`config.mk`:
```
export PLATFORM = sky130hd
export DESIGN_NAME = weight_pingpong_buf_flat
export DESIGN_NICKNAME = d
export VERILOG_FILES = /design/src/rtl/weight_pingpong_buf_if.sv /design/src/rtl/weight_pingpong_buf.sv /design/src/flat_wrapper.sv
export SDC_FILE = /design/constraint.sdc
export NUM_CORES = 2
export LEC_CHECK = 0
export CAP_MARGIN = 20
export CORE_UTILIZATION = 35
export DETAILED_ROUTE_END_ITERATION = 16
export PLACE_DENSITY_LB_ADDON = 0.1
export RECOVER_POWER = 50
export SLEW_MARGIN = 20
export SYNTH_ARGS = -nofsm -noshare
export SYNTH_HDL_FRONTEND = slang
export SYNTH_SLANG_ARGS = --single-unit
```
`constraint.sdc`:
```
create_clock -name clk -period 6.55 [get_ports clk]
set_input_delay 0.9825 -clock clk [delete_from_list [all_inputs] [get_ports clk]]
set_output_delay 0.9825 -clock clk [all_outputs]
set_load 0.02 [all_outputs]
```
`src/rtl/weight_pingpong_buf_if.sv`:
```
// Bus bundle for the ping-pong weight buffer: configuration, write handshake,
// swap handshake and read port. The master side drives beats, swaps and reads.
interface weight_pingpong_buf_if #(
  parameter int IN_W  = 128,
  parameter int OUT_W = 160,
  parameter int SEL_W = 4,
  parameter int CNT_W = 2
);
  logic [CNT_W-1:0] cfg_wr_cnt;
  logic [1:0]       cfg_mode;
  logic             wr_vld;
  logic             wr_rdy;
  logic [IN_W-1:0]  wr_data;
  logic             wr_done;
  logic             swap_req;
  logic             swap_ack;
  logic             rd_en;
  logic [SEL_W-1:0] rd_sel;
  logic [OUT_W-1:0] rd_data;
  logic             rd_vld;
  logic             rd_err;
  logic             act_vld;

  modport master (
    output cfg_wr_cnt, cfg_mode, wr_vld, wr_data, swap_req, rd_en, rd_sel,
    input  wr_rdy, wr_done, swap_ack, rd_data, rd_vld, rd_err, act_vld
  );

  modport slave (
    input  cfg_wr_cnt, cfg_mode, wr_vld, wr_data, swap_req, rd_en, rd_sel,
    output wr_rdy, wr_done, swap_ack, rd_data, rd_vld, rd_err, act_vld
  );
endinterface

```
`src/rtl/weight_pingpong_buf.sv`:
```
// Double-buffered weight register. The shadow bank is filled beat by beat
// while the routing array reads the active bank; a swap request promotes the
// shadow bank once it is full, waiting (pending) if the fill is incomplete.
module weight_pingpong_buf #(
  parameter int IN_W       = 128,
  parameter int WORDS      = 4,
  parameter int SLICE_W    = 40,
  parameter int OUT_SLICES = 4,
  parameter int SEL_W      = 4,
  parameter int CNT_W      = (WORDS > 1) ? $clog2(WORDS) : 1
) (
  input  logic                   clk,
  input  logic                   rst,
  weight_pingpong_buf_if.slave   bus
);

  localparam int REG_W   = IN_W * WORDS;
  localparam int OUT_W   = SLICE_W * OUT_SLICES;
  localparam int HALF    = OUT_SLICES / 2;
  localparam int N_DENSE = REG_W / OUT_W;
  localparam int N_SLICE = REG_W / SLICE_W;
  localparam int N_PAIR  = REG_W / (2 * SLICE_W);

  // Per-bank lifecycle; the active bank is parked in ST_ACTIVE.
  typedef enum logic [1:0] {
    ST_EMPTY  = 2'd0,
    ST_FILL   = 2'd1,
    ST_FULL   = 2'd2,
    ST_ACTIVE = 2'd3
  } bank_state_t;

  // Bank storage (not reset: contents are only meaningful once filled)
  logic [REG_W-1:0] bank_mem [2];

  bank_state_t      bank_state_reg [2];
  logic             act_bank_reg;
  logic             act_vld_reg;
  logic [CNT_W-1:0] wptr_reg;
  logic [CNT_W-1:0] cnt_lat_reg;
  logic             swap_pend_reg;
  logic             wr_done_reg;
  logic             swap_ack_reg;

  logic [OUT_W-1:0] rd_data_reg;
  logic             rd_vld_reg;
  logic             rd_err_reg;

  logic             shadow_bank;
  logic             shadow_full;
  logic             wr_rdy;
  logic             beat_fire;
  logic [CNT_W-1:0] cur_cnt;
  logic             last_fire;
  logic             swap_fire;

  assign shadow_bank = ~act_bank_reg;
  assign shadow_full = (bank_state_reg[shadow_bank] == ST_FULL);
  assign wr_rdy      = ~shadow_full;
  assign beat_fire   = bus.wr_vld & wr_rdy;
  // The beat count is taken live on the first beat, latched for the rest.
  assign cur_cnt     = (wptr_reg == '0) ? bus.cfg_wr_cnt : cnt_lat_reg;
  assign last_fire   = beat_fire & (wptr_reg == cur_cnt);
  assign swap_fire   = (bus.swap_req | swap_pend_reg) & (shadow_full | last_fire);

  // Beat write into the shadow bank; untouched beats keep old contents
  always_ff @(posedge clk) begin
    if (!rst && beat_fire) begin
      bank_mem[shadow_bank][wptr_reg*IN_W +: IN_W] <= bus.wr_data;
    end
  end

  // Fill/swap control FSM with registered done/ack pulses
  always_ff @(posedge clk) begin
    if (rst) begin
      bank_state_reg[0] <= ST_ACTIVE;
      bank_state_reg[1] <= ST_EMPTY;
      act_bank_reg      <= 1'b0;
      act_vld_reg       <= 1'b0;
      wptr_reg          <= '0;
      cnt_lat_reg       <= '0;
      swap_pend_reg     <= 1'b0;
      wr_done_reg       <= 1'b0;
      swap_ack_reg      <= 1'b0;
    end else begin
      wr_done_reg  <= last_fire;
      swap_ack_reg <= swap_fire;

      if (beat_fire) begin
        if (wptr_reg == '0) begin
          cnt_lat_reg <= bus.cfg_wr_cnt;
        end
        if (last_fire) begin
          wptr_reg                    <= '0;
          bank_state_reg[shadow_bank] <= ST_FULL;
        end else begin
          wptr_reg                    <= wptr_reg + CNT_W'(1);
          bank_state_reg[shadow_bank] <= ST_FILL;
        end
      end

      // A swap on the last-beat edge overrides the FULL transition above:
      // the just-completed bank goes straight to active.
      if (swap_fire) begin
        act_bank_reg                 <= shadow_bank;
        act_vld_reg                  <= 1'b1;
        bank_state_reg[shadow_bank]  <= ST_ACTIVE;
        bank_state_reg[act_bank_reg] <= ST_EMPTY;
        wptr_reg                     <= '0;
        swap_pend_reg                <= 1'b0;
      end else if (bus.swap_req) begin
        swap_pend_reg <= 1'b1;
      end
    end
  end

  // Views of the active bank: dense words, single slices, slice pairs
  logic [SLICE_W-1:0] slice_arr [N_SLICE];
  logic [OUT_W-1:0]   dense_arr [N_DENSE];
  logic [OUT_W-1:0]   bcast_arr [N_SLICE];
  logic [OUT_W-1:0]   pair_arr  [N_PAIR];

  genvar gi;
  generate
    for (gi = 0; gi < N_SLICE; gi++) begin : g_slice
      assign slice_arr[gi] = bank_mem[act_bank_reg][gi*SLICE_W +: SLICE_W];
      assign bcast_arr[gi] = {OUT_SLICES{slice_arr[gi]}};
    end
    for (gi = 0; gi < N_DENSE; gi++) begin : g_dense
      assign dense_arr[gi] = bank_mem[act_bank_reg][gi*OUT_W +: OUT_W];
    end
    for (gi = 0; gi < N_PAIR; gi++) begin : g_pair
      assign pair_arr[gi] = {{HALF{slice_arr[2*gi+1]}}, {HALF{slice_arr[2*gi]}}};
    end
  endgenerate

  logic [OUT_W-1:0] rd_data_next;
  logic             rd_in_range;

  // Read-mode mux; an index with no matching entry stays out of range
  always_comb begin
    rd_data_next = '0;
    rd_in_range  = 1'b0;
    case (bus.cfg_mode)
      2'b00: begin
        for (int i = 0; i < N_DENSE; i++) begin
          if (int'(bus.rd_sel) == i) begin
            rd_data_next = dense_arr[i];
            rd_in_range  = 1'b1;
          end
        end
      end
      2'b01: begin
        for (int i = 0; i < N_SLICE; i++) begin
          if (int'(bus.rd_sel) == i) begin
            rd_data_next = bcast_arr[i];
            rd_in_range  = 1'b1;
          end
        end
      end
      2'b10: begin
        for (int i = 0; i < N_PAIR; i++) begin
          if (int'(bus.rd_sel) == i) begin
            rd_data_next = pair_arr[i];
            rd_in_range  = 1'b1;
          end
        end
      end
      default: begin
        rd_data_next = '0;
        rd_in_range  = 1'b0;
      end
    endcase
  end

  // Registered read port; data holds while idle, zero on a rejected read
  always_ff @(posedge clk) begin
    if (rst) begin
      rd_data_reg <= '0;
      rd_vld_reg  <= 1'b0;
      rd_err_reg  <= 1'b0;
    end else if (bus.rd_en) begin
      if (act_vld_reg && rd_in_range) begin
        rd_data_reg <= rd_data_next;
        rd_vld_reg  <= 1'b1;
        rd_err_reg  <= 1'b0;
      end else begin
        rd_data_reg <= '0;
        rd_vld_reg  <= 1'b0;
        rd_err_reg  <= 1'b1;
      end
    end else begin
      rd_vld_reg <= 1'b0;
      rd_err_reg <= 1'b0;
    end
  end

  assign bus.wr_rdy   = wr_rdy;
  assign bus.wr_done  = wr_done_reg;
  assign bus.swap_ack = swap_ack_reg;
  assign bus.rd_data  = rd_data_reg;
  assign bus.rd_vld   = rd_vld_reg;
  assign bus.rd_err   = rd_err_reg;
  assign bus.act_vld  = act_vld_reg;

endmodule
```
`src/flat_wrapper.sv`:
```
// flat-port wrapper written by rule: the top's interface ports become plain ports
module weight_pingpong_buf_flat 
#(
  parameter int IN_W       = 128,
  parameter int WORDS      = 4,
  parameter int SLICE_W    = 40,
  parameter int OUT_SLICES = 4,
  parameter int SEL_W      = 4,
  parameter int CNT_W      = (WORDS > 1) ? $clog2(WORDS) : 1
)
  (clk, rst, bus_cfg_wr_cnt, bus_cfg_mode, bus_wr_vld, bus_wr_data, bus_swap_req, bus_rd_en, bus_rd_sel, bus_wr_rdy, bus_wr_done, bus_swap_ack, bus_rd_data, bus_rd_vld, bus_rd_err, bus_act_vld);
  weight_pingpong_buf_if #(.IN_W(IN_W), .SEL_W(SEL_W), .CNT_W(CNT_W)) bus_i ();
  input  logic clk;
  input  logic rst;
  input wire logic [$bits(bus_i.cfg_wr_cnt)-1:0] bus_cfg_wr_cnt;
  input wire logic [$bits(bus_i.cfg_mode)-1:0] bus_cfg_mode;
  input wire logic [$bits(bus_i.wr_vld)-1:0] bus_wr_vld;
  input wire logic [$bits(bus_i.wr_data)-1:0] bus_wr_data;
  input wire logic [$bits(bus_i.swap_req)-1:0] bus_swap_req;
  input wire logic [$bits(bus_i.rd_en)-1:0] bus_rd_en;
  input wire logic [$bits(bus_i.rd_sel)-1:0] bus_rd_sel;
  output wire logic [$bits(bus_i.wr_rdy)-1:0] bus_wr_rdy;
  output wire logic [$bits(bus_i.wr_done)-1:0] bus_wr_done;
  output wire logic [$bits(bus_i.swap_ack)-1:0] bus_swap_ack;
  output wire logic [$bits(bus_i.rd_data)-1:0] bus_rd_data;
  output wire logic [$bits(bus_i.rd_vld)-1:0] bus_rd_vld;
  output wire logic [$bits(bus_i.rd_err)-1:0] bus_rd_err;
  output wire logic [$bits(bus_i.act_vld)-1:0] bus_act_vld;
  assign bus_i.cfg_wr_cnt = bus_cfg_wr_cnt;
  assign bus_i.cfg_mode = bus_cfg_mode;
  assign bus_i.wr_vld = bus_wr_vld;
  assign bus_i.wr_data = bus_wr_data;
  assign bus_i.swap_req = bus_swap_req;
  assign bus_i.rd_en = bus_rd_en;
  assign bus_i.rd_sel = bus_rd_sel;
  assign bus_wr_rdy = bus_i.wr_rdy;
  assign bus_wr_done = bus_i.wr_done;
  assign bus_swap_ack = bus_i.swap_ack;
  assign bus_rd_data = bus_i.rd_data;
  assign bus_rd_vld = bus_i.rd_vld;
  assign bus_rd_err = bus_i.rd_err;
  assign bus_act_vld = bus_i.act_vld;
  weight_pingpong_buf #(.IN_W(IN_W), .WORDS(WORDS), .SLICE_W(SLICE_W), .OUT_SLICES(OUT_SLICES), .SEL_W(SEL_W), .CNT_W(CNT_W)) u_core (.clk(clk), .rst(rst), .bus(bus_i));
endmodule
```
### After elaboration in Yosys (flattened, before gate mapping)

Memory sizes are Yosys's and may differ from the RTL's. A register that Yosys moved wholly into a read port is not among the register bits.
Cells that the tools add are included.

| storage, ports and cells | value |
|---|---|
| logic and storage cells | 116 |
| memories | 2 |
| output and inout bits | 166 |
| bits in registers | 171 |
| RAM bits | 1,028 |
| input port bits | 141 |

| cells by class | value |
|---|---|
| shifts and indexed selects | 2 |
| multiplexer cells | 65 |
| equal/unequal tests | 15 |
| bitwise gates (word level) | 10 |
| add/sub/neg operators | 2 |
| reduce and logical (&&, ||, !) cells | 10 |

Memories:

| memory | depth | bits a word | read ports | clocked after memory_dff | write ports | line | RTL |
|---|---|---|---|---|---|---|---|
| u_core.bank_mem | 2 | 512 | 1 | 1 | 1 | weight_pingpong_buf.sv:33 | `logic [REG_W-1:0] bank_mem [2];` |
| u_core.bank_state_reg | 2 | 2 | 1 | 0 | 2 | weight_pingpong_buf.sv:35 | `bank_state_t bank_state_reg [2];` |

Operators by type and width:

| kind | number |
|---|---|
| 160-bit 2-to-1 mux | 22 |
| 512-bit 2-to-1 mux | 1 |
| 128-bit by 34-bit variable shift with 512-bit output, first input constant | 1 |
| 128-bit by 34-bit indexed part select with 512-bit output | 1 |
| 160-bit one-hot mux with 3 select lines | 1 |
| 1-bit 2-to-1 mux | 34 |
| 9-bit negator with 34-bit output | 1 |
| 4-bit == test, second input constant | 8 |
| 2-bit 2-to-1 mux | 6 |
| 4-bit by 3-bit == test with 1-bit output, second input constant | 2 |
| 2-bit OR reduction | 4 |
| 2-bit == test, second input constant | 2 |
| 4-bit by 2-bit == test with 1-bit output, second input constant | 1 |
| 2-bit zero test | 2 |
| 4-bit zero test | 1 |
| 1-bit OR | 4 |
| 1-bit AND | 3 |
| 1-bit inverter | 3 |
| 1-bit one-hot mux with 3 select lines | 1 |
| 2-bit by 1-bit adder with 2-bit output, second input constant | 1 |
| 2-bit by 1-bit == test with 1-bit output, second input constant | 1 |
| 2-bit == test | 1 |
| 1-bit logical AND | 2 |
| 1-bit zero test | 1 |

### Logic depth before layout (Yosys ltp)

| logic depth | value |
|---|---|
| depth after elaboration | 16 |
| depth in mapped cells | 12 |
| gate-level depth less buffers | 8 |

### Worst setup path after synthesis

OpenSTA, ideal clock, no wires.

| timing path | value |
|---|---|
| path kind | in2reg |
| start point | input rst |
| end point | memory u_core.bank_mem[1][128] (netlist name) (enable) |
| setup slack | 1.640 ns |
| library setup time | 0.502 ns |
| cell stages on the path | 3 |
| buffers on the path | 1 |
| arrival time | 4.408 ns |
| data required time | 6.048 ns |
| cell sequence | clkbuf_1 > nor3_1 > and2_1 |

| between the ends | value |
|---|---|
| word-level cells in the longest chain between the ends | 4 |

Ends and longest elaborated chain:

| element | line | RTL |
|---|---|---|
| start, declared | flat_wrapper.sv:14 | `input logic rst;` |
| 1-bit zero test | weight_pingpong_buf.sv:67 | `if (!rst && beat_fire) begin` |
| 1-bit logical AND | weight_pingpong_buf.sv:67 |  |
| 1-bit 2-to-1 mux | weight_pingpong_buf.sv:67 |  |
| 512-bit 2-to-1 mux (implied by the code) | weight_pingpong_buf.sv:68 | `bank_mem[shadow_bank][wptr_reg*IN_W +: IN_W] <= bus.wr_data;` |
| end, declared | weight_pingpong_buf.sv:33 |  |

Every way passes these cells.

### Final worst setup path

| timing path | value |
|---|---|
| start point | input rst |
| end point | memory u_core.bank_mem[0][52] (netlist name) (enable) |

The elaborated chain is that of the path after synthesis.

==> results.ini <==
[run_status]
status=complete, but fails checks
failed_checks=max-capacitance violations, max-slew violations

[yosys]
syn_avg_cell_area_um2=12.03
synth_warnings=0
synth-main-ff-cell=edfxtp_1
syn_area_mm2=0.05432
ys_seq_area_share_pct=59.56
synth_edf_count=960
async_reset_ff_share_pct=0
syn-instance-count=4516
syn_nets=4662
synth_cell_types=85
ys_ff_latch=1136

[clocking]
clock_sinks=1136
root_buffer=clkbuf_16
cts-htree-levels=4
insertion_delay_ns=0.77
clk_path_buf_depth=3
cts_resized=0
numCtsBuffers=134
cts_tree=yes
clk_pin_slew_ns=0.05
post-cts-setup-buffers=0
hold_buffers=0

[min_path]
hold_start=u_core.bus.rd_data[11]
hold_class=register to register

[placed_design]
hpwl_mm=152.4
place_congestion=0.9011
portBuffers=306

[timing]
drv_slew=272
setup_viol=0
relSlewSlack_pct=-127.0
tightest_slew_ns=3.405
timing.fmax_mhz=200.5
min_period_over_period_pct=76.14
worst_clock_skew_ns=0.02767
fin_crit_ns=4.987
rsz0062_at_grt=false
setup_tns_ns=0
final_hold_viol_count=0

[drt]
dr.pass1.iters=7
detail-route-antenna-nets=0
wire_per_inst_um=34.58
dr_wl_met3_mm=24.74
wl_mm=237.0
wl_met1_mm=102.9
vias=42530
drt_iter0_drc=5768
met2_wirelength_mm=101.1
top_layer=met5
drc_errors=0
routed_via_density=6.206

[global_routing]
gr-total-overflow=0
first_global_vias=40510
grt_use_total_pct=29.50
antenna_found_initial=26
grt_pass1_wl_mm=325.5
grt_max_degree=161

[floorplan]
fp.dieH_um=396.0
die_x_um=396.0
dieArea_mm2=0.1568
io_pins=307
initial_core_util_pct=35.26
row_count=144
core_mm2=0.1540

[critical_path]
critPathMaxStageDelay_ns=2.19
cp.arrival_ns=5.28
critPathMaxFanout=78
cp_top_family=buffers and inverters
start_kind=input port
worst-path-buf-inv=2
cp.required_ns=6.84
timing.rr.start=u_core.wptr_reg[0]
critical_path.startpoint=rst
endpoint_kind=register
path_cells=clkdlybuf4s50_1, nor3_1, and2_0, clkbuf_2
crit_type=input port to register
crit_path_top_delay_cell=clkbuf_2

[cells_and_area]
fill_cells=14680
largest_reg_flops=960
seq_area_mm2=0.03235
multi_input_area_mm2=0.02024
finalNetCount=4844
drive_above_1_share_pct=12.60
syn2layout_area_growth_pct=17.06

[flow_run]
cap_violations=8

[power]
max-vdd-ir-drop_mv=0.4258
fin_total_pwr_mw=19.88
powerDensity_mw_per_mm2=312.7
leakagePower_nw=20.78

==> power by group <==
part           switching [mW]  leakage, nW  internal (mW)  total (mW)
sequential              0.116         10.1           8.32        8.44
clock                    3.04         2.07           4.36        7.40
combinational            2.82         8.59           1.23        4.05
==> cell usage in the layout (no fill, tap or decap), types with 19 or more instances in the layout <==
cell	count
nor2_1	465
a221o_1	23
dlygate4sd3_1	165
and2_1	86
clkbuf_16	137
o21ai_1	20
buf_12	23
a221oi_1	56
o221ai_1	66
mux2_2	233
clkbuf_1	49
mux2i_1	263
nor3_1	35
a21oi_1	216
and2_0	113
buf_4	81
o21ai_0	164
dfxtp_1	175
o22ai_1	164
nand2_1	290
clkdlybuf4s50_1	137
edfxtp_1	960
a2bb2oi_1	19
nand2b_1	131
a22oi_1	158
o211ai_1	32
a31oi_1	25
a211o_1	33
nand3_1	160
o2111ai_1	23
nand4_1	26
==> synthesized netlist by cell type (158+ instances only) <==
| library cell | count | area, µm² |
|---|---|---|
| edfxtp_1 | 960 | 28830 |
| nor2_1 | 469 | 1760 |
| nand2_1 | 291 | 1092 |
| mux2i_1 | 264 | 2643 |
| mux2_2 | 233 | 2624 |
| a21oi_1 | 216 | 1081 |
| and2_1 | 203 | 1270 |
| dfxtp_1 | 176 | 3523 |
| clkbuf_1 | 171 | 641.9 |
| o21ai_0 | 164 | 820.8 |
| o22ai_1 | 164 | 1026 |
| nand3_1 | 160 | 800.8 |
| a22oi_1 | 158 | 1186 |
==> metal layers <==
metal,vias up,GRT usage (%)
met5,-,0
met4,10,10.02
met2,2599,43.09
met3,478,7.447
li1,17660,-
met1,21780,42.25
==> path summary, 6_finish.rpt <==
check | end | slack [ns] | depth (start not counted)
worst max-delay path | u_core.bank_mem[0][52] | 1.56 | 4
worst min-delay path | u_core.bus.rd_data[11] | 0.48 | 1
worst max register to register | u_core.bank_mem[0][401] | 1.61 | 5
worst min register to register | u_core.bus.rd_data[11] | 0.48 | 1
==> logic make-up (layout without fill, tap and decap cells) <==
group	count (synthesis)	in the layout	synth area share, %
DFF	1136	1136	59.56
muxes	522	522	10.63
other	0	7	0
and+or+nand+nor	1380	1380	12.34
xor gates and xnor gates	3	3	0.06220
buffers and inverters	374	660	3.483
adders and majority gates	5	5	0.1152
AOI/OAI and AO/OA	1096	1096	13.81
==> area by class of cell <==
cell class | instances | area share (%)
antenna | 7 | 0.02755
clock buffer | 190 | 5.799
tap | 2044 | 4.022
inverter | 11 | 0.06690
multi-input combinational | 3006 | 31.83
timing repair buffer | 409 | 6.454
clock inverter | 50 | 0.9228
sequential | 1136 | 50.88
==> metrics by stage <==
step	area, µm²	utilization, %	cells	hold slack [ns]	worst slack (ns)
floorplan	54320	-	4516	0.4544	1.640
global placement	59360	38.53	6606	0.4846	2.130
detailed placement	59360	38.53	6606	0.4844	2.103
CTS	63630	41.31	6846	0.4921	2.694
global route	63570	41.27	6846	0.5135	1.328
finish	63590	41.28	6853	0.4843	1.563
Power figures use the tool's default switching activity.
